File: src/rtl/rr_arb2_sel_gen.sv
// Two-requester round-robin arbiter driving a 1-to-2 enabled decoder.
// Grants are held for bursts of at most HOLD_MAX cycles, then rotated.
// All outputs come straight from flops, so sel/en/last are glitch-free.
//
// Ports:
//   clk    - rising-edge clock
//   rst_n  - asynchronous active-low reset
//   req0   - level request from channel 0
//   req1   - level request from channel 1
//   sel    - granted channel index (decoder select)
//   en     - grant valid (decoder enable)
//   last   - final cycle of a burst that ends by reaching HOLD_MAX
module rr_arb2_sel_gen #(
    parameter int unsigned HOLD_MAX = 4,
    parameter int unsigned CNT_W    = 3
) (
    input  logic clk,
    input  logic rst_n,
    input  logic req0,
    input  logic req1,
    output logic sel,
    output logic en,
    output logic last
);

    localparam logic [CNT_W-1:0] HOLD_LIM = CNT_W'(HOLD_MAX);
    localparam logic [CNT_W-1:0] CNT_ONE  = CNT_W'(1);

    typedef enum logic {
        IDLE  = 1'b0,
        GRANT = 1'b1
    } state_t;

    state_t           state, state_n;
    logic [CNT_W-1:0] cnt, cnt_n;
    logic             prio, prio_n;
    logic             sel_n, en_n, last_n;

    // Round-robin pick: tie goes to tie_ch, single requester wins, none -> no grant.
    function automatic logic [1:0] pick(input logic r0, input logic r1, input logic tie_ch);
        logic [1:0] res;  // {valid, channel}
        res = 2'b00;
        if (r0 && r1) begin
            res = {1'b1, tie_ch};
        end else if (r0) begin
            res = 2'b10;
        end else if (r1) begin
            res = 2'b11;
        end
        return res;
    endfunction

    // State and output registers.
    always_ff @(posedge clk or negedge rst_n) begin
        if (!rst_n) begin
            state <= IDLE;
            cnt   <= '0;
            prio  <= 1'b0;
            sel   <= 1'b0;
            en    <= 1'b0;
            last  <= 1'b0;
        end else begin
            state <= state_n;
            cnt   <= cnt_n;
            prio  <= prio_n;
            sel   <= sel_n;
            en    <= en_n;
            last  <= last_n;
        end
    end

    // Next-state and next-output logic.
    always_comb begin
        logic [1:0] win;
        logic       owner_req;
        logic       burst_end;

        state_n   = state;
        cnt_n     = cnt;
        prio_n    = prio;
        sel_n     = sel;
        en_n      = en;
        win       = 2'b00;
        owner_req = 1'b0;
        burst_end = 1'b0;

        unique case (state)
            IDLE: begin
                win = pick(req0, req1, prio);
                if (win[1]) begin
                    state_n = GRANT;
                    sel_n   = win[0];
                    en_n    = 1'b1;
                    cnt_n   = CNT_ONE;
                end else begin
                    en_n    = 1'b0;
                end
            end
            GRANT: begin
                owner_req = sel ? req1 : req0;
                burst_end = !owner_req || (cnt == HOLD_LIM);
                if (!burst_end) begin
                    en_n  = 1'b1;
                    cnt_n = cnt + CNT_ONE;
                end else begin
                    // Rotate priority away from the finishing owner, then re-arbitrate
                    // on the same edge so back-to-back bursts have no bubble.
                    prio_n = ~sel;
                    win    = pick(req0, req1, ~sel);
                    if (win[1]) begin
                        sel_n = win[0];
                        en_n  = 1'b1;
                        cnt_n = CNT_ONE;
                    end else begin
                        state_n = IDLE;
                        en_n    = 1'b0;
                        cnt_n   = '0;
                    end
                end
            end
            default: begin
                state_n = IDLE;
                en_n    = 1'b0;
                cnt_n   = '0;
            end
        endcase

        // Registered copy of en && (cnt == HOLD_MAX), computed from next values.
        last_n = en_n && (cnt_n == HOLD_LIM);
    end

endmodule

File: config.mk
export PLATFORM = sky130hd
export DESIGN_NAME = rr_arb2_sel_gen
export DESIGN_NICKNAME = d
export VERILOG_FILES = /design/src/rtl/rr_arb2_sel_gen.sv
export SDC_FILE = /design/constraint.sdc
export NUM_CORES = 1
export LEC_CHECK = 0
export BUFFER_PORTS_ARGS = -buffer_cell sky130_fd_sc_hd__buf_4
export CAP_MARGIN = 20
export CORE_AREA = 2 2 39 41
export CTS_CLUSTER_SIZE = 14
export DETAILED_ROUTE_END_ITERATION = 7
export DIE_AREA = 0 0 41 43
export PLACE_DENSITY = 0.56
export RECOVER_POWER = 100
export SYNTH_ARGS = -nofsm -noshare
export SYNTH_HDL_FRONTEND = slang
export SYNTH_SLANG_ARGS = --single-unit
File: constraint.sdc
create_clock -name clk -period 3.59 [get_ports clk]
set_input_delay 0.8975 -clock clk [delete_from_list [all_inputs] [get_ports clk]]
set_output_delay 0.8975 -clock clk [all_outputs]
set_load 0.02 [all_outputs]
==> metrics.csv <==
metric,value,unit
number of global-route vias before repair,283,
Worst-Skew Late Latency,0.25,ns
post-CTS setup buffers,0,
Tcrit/Tclk final,52.7,%
Worst Reg-to-Reg Cells,5,
initial antenna violation count,0,
Synth Warn #,0,
Slew Limit Fails,0,
Critical Path Max Stage Delay,0.48,ns
metal3 WL,40,um
CP bufs+invs,1,
post-CTS sizing,0,
Worst-Margin Slew,0.395,ns
"top cells by area, synth","dfrtp_1, ha_1, nor4b_4, a2bb2o_4, a31oi_1",
pre-CTS WS,1.79,ns
Setup TNS Final,0,ns
clock sink count,7,
Setup WS post-layout,1.70,ns
Post-Syn Area,408,um^2
unrepaired setup endpoints after global routing,false,
crit end category,output port,
post-layout util,33.1,%
mean post-synth cell area,11.3,um^2
std cell rows,14,
Min-Delay Path Class,input pin to async pin,
Core Footprint,0.00138,mm^2
die width,41,um
CTS tree,built,
Cells after Synth,36,
routed vias/inst,5.07,
Final Routed Wirelength,767,um
cell family with most CP delay,flip-flops,
CTS max path bufs,2,
antenna cell count,0,
"Cell Chain, Critical Path",clkbuf_1,
final hold vios,0,
"area leader, netlist",dfrtp_1,
Post-Syn Nets,42,
Final Skew,0.00458,ns
largest net degree at the start of global routing,11,
crit-path max FO,10,
H-tree depth,1,
R2R Path Start,cnt[0],
chip height,43,um
worst rel slew slack,73.6,%
Crit Reg-Reg Endpoint,cnt[1],
Initial DRC Count,3,
status,"finished, final reports clean",
GRT Util Overall,10.9,%
worst IR drop on VDD,164,uV
vias,309,
M1 wire length,382,um
DP Area,469,um^2
Root Buffer,clkbuf_4,
Seq cells post-synth,7,
hold slack,0.535,ns
arrival time at the worst endpoint,1.00,ns
slowest CP cell,dfrtp_1,
DP HPWL,503,um
first-pass GRT wire length,1200,um
crit path kind,flop to output port,
# DRC,0,
drt pass-1 iters,2,
type of origin of the critical path,flop,
"Reg clk slew, reported paths",0.06,ns
CTS Buf Count,3,
Placer Congestion,0.723,
CP Data Required Time,2.69,ns
final instance area,458,um^2
CTS Hold Bufs,0,
Final nets,52,
Top Layer Used,met4,
met2 WL,324,um
Final Critical Period,1.89,ns
f_max,0.528,GHz
Leak,0.200,nW
"Seq/Total Area, Yosys",42.9,%
Netlist cell types,22,
Area growth syn-to-layout,12.3,%
Final ANT Viol Nets,0,
Initial Util,29.5,%
worst reg-to-reg setup slack,2.16,ns
share of layout cells above drive strength 1,15.6,%
total congestion overflow,0,
Die Area,0.00176,mm^2
PD cells,603,mW/mm^2
port bufs,6,
Final setup viols,0,
IO Pins,7,
Yosys top cell area share,42.9,%
WL per Instance,12.6,um
MaxCap Viol Count,0,
state kept, by name (all words and copies together) (netlist names):
name   cells
cnt        3
state      1
last       1
sel        1
prio       1
cell usage in the layout, fill, tap and decap left out, drive strengths merged:
| master | count |
|---|---|
| clkbuf | 9 |
| dfrtp | 7 |
| inv | 3 |
| a31oi | 3 |
| a21oi | 2 |
| xnor2 | 2 |
| o21ai | 2 |
| ha | 2 |
| or3 | 1 |
| mux2 | 1 |
| nand2 | 1 |
| and3 | 1 |
| a2bb2o | 1 |
| or2 | 1 |
| nand4b | 1 |
| nand3 | 1 |
| nor4b | 1 |
| nor2 | 1 |
| nand3b | 1 |
| a31o | 1 |
| a21boi | 1 |
| a2bb2oi | 1 |
| buf | 1 |
cell families after synthesis:
| family | share of synthesized area (%) |
|---|---|
| DFF | 42.9 |
| xor gates and xnor gates | 4.30 |
| adders and majority gates | 6.13 |
| muxes | 3.68 |
| AOI/OAI and AO/OA | 20.6 |
| and+or+nand+nor | 18.7 |
| buffers and inverters | 3.68 |
synth_stat cells:
library cell,count
a2bb2oi_1,1
a2bb2o_4,1
inv_1,3
ha_1,2
o21ai_0,2
or2_2,1
a21oi_1,2
and3_4,1
nand3_1,1
or3_1,1
nor2_1,1
a31oi_1,3
dfrtp_1,7
xnor2_1,2
nand4b_1,1
mux2_4,1
clkbuf_1,1
nor4b_4,1
nand2_1,1
a31o_2,1
nand3b_1,1
a21boi_0,1
worst max path at each step:
| stage | from | end | slack, ns | cells after the start |
|---|---|---|---|---|
| 3_5_place_dp | req0 | cnt[1] | 1.79 | 4 |
| 2_1_floorplan | req0 | cnt[1] | 1.94 | 3 |
| 4_1_cts | state | en | 1.75 | 1 |
| 6_report | state | en | 1.70 | 1 |
| 3_3_place_gp | req0 | cnt[1] | 1.79 | 4 |
| 5_1_grt | state | en | 1.63 | 1 |
through the flow:
| step | power, W | cells |
|---|---|---|
| finish | 0.000276 | 61 |
| detailed placement | 0.000218 | 57 |
| CTS | 0.000297 | 61 |
| floorplan | 0.000196 | 36 |
| global placement | 0.000219 | 57 |
| global route | 0.000295 | 61 |
routing by layer:
layer	up-vias	global-route usage, %
met3	4	6.28
met1	145	13.8
met2	9	13.1
met5	-	0
met4	0	8.00
li1	151	-
cell type report:
type,count,area (um^2)
Clock buffer,4,26.3
Fill cell,153,926
Inverter,3,11.3
Multi-Input combinational cell,25,199
Sequential cell,7,175
Tap cell,16,20.0
Timing Repair Buffer,6,26.3
report_power, final:
part,internal [W],switching [W]
Sequential,0.0000969,0.0000191
Combinational,0.0000414,0.0000454
Clock,0.0000426,0.0000310
Total,0.000181,0.0000955
Power figures use the tool's default switching activity.
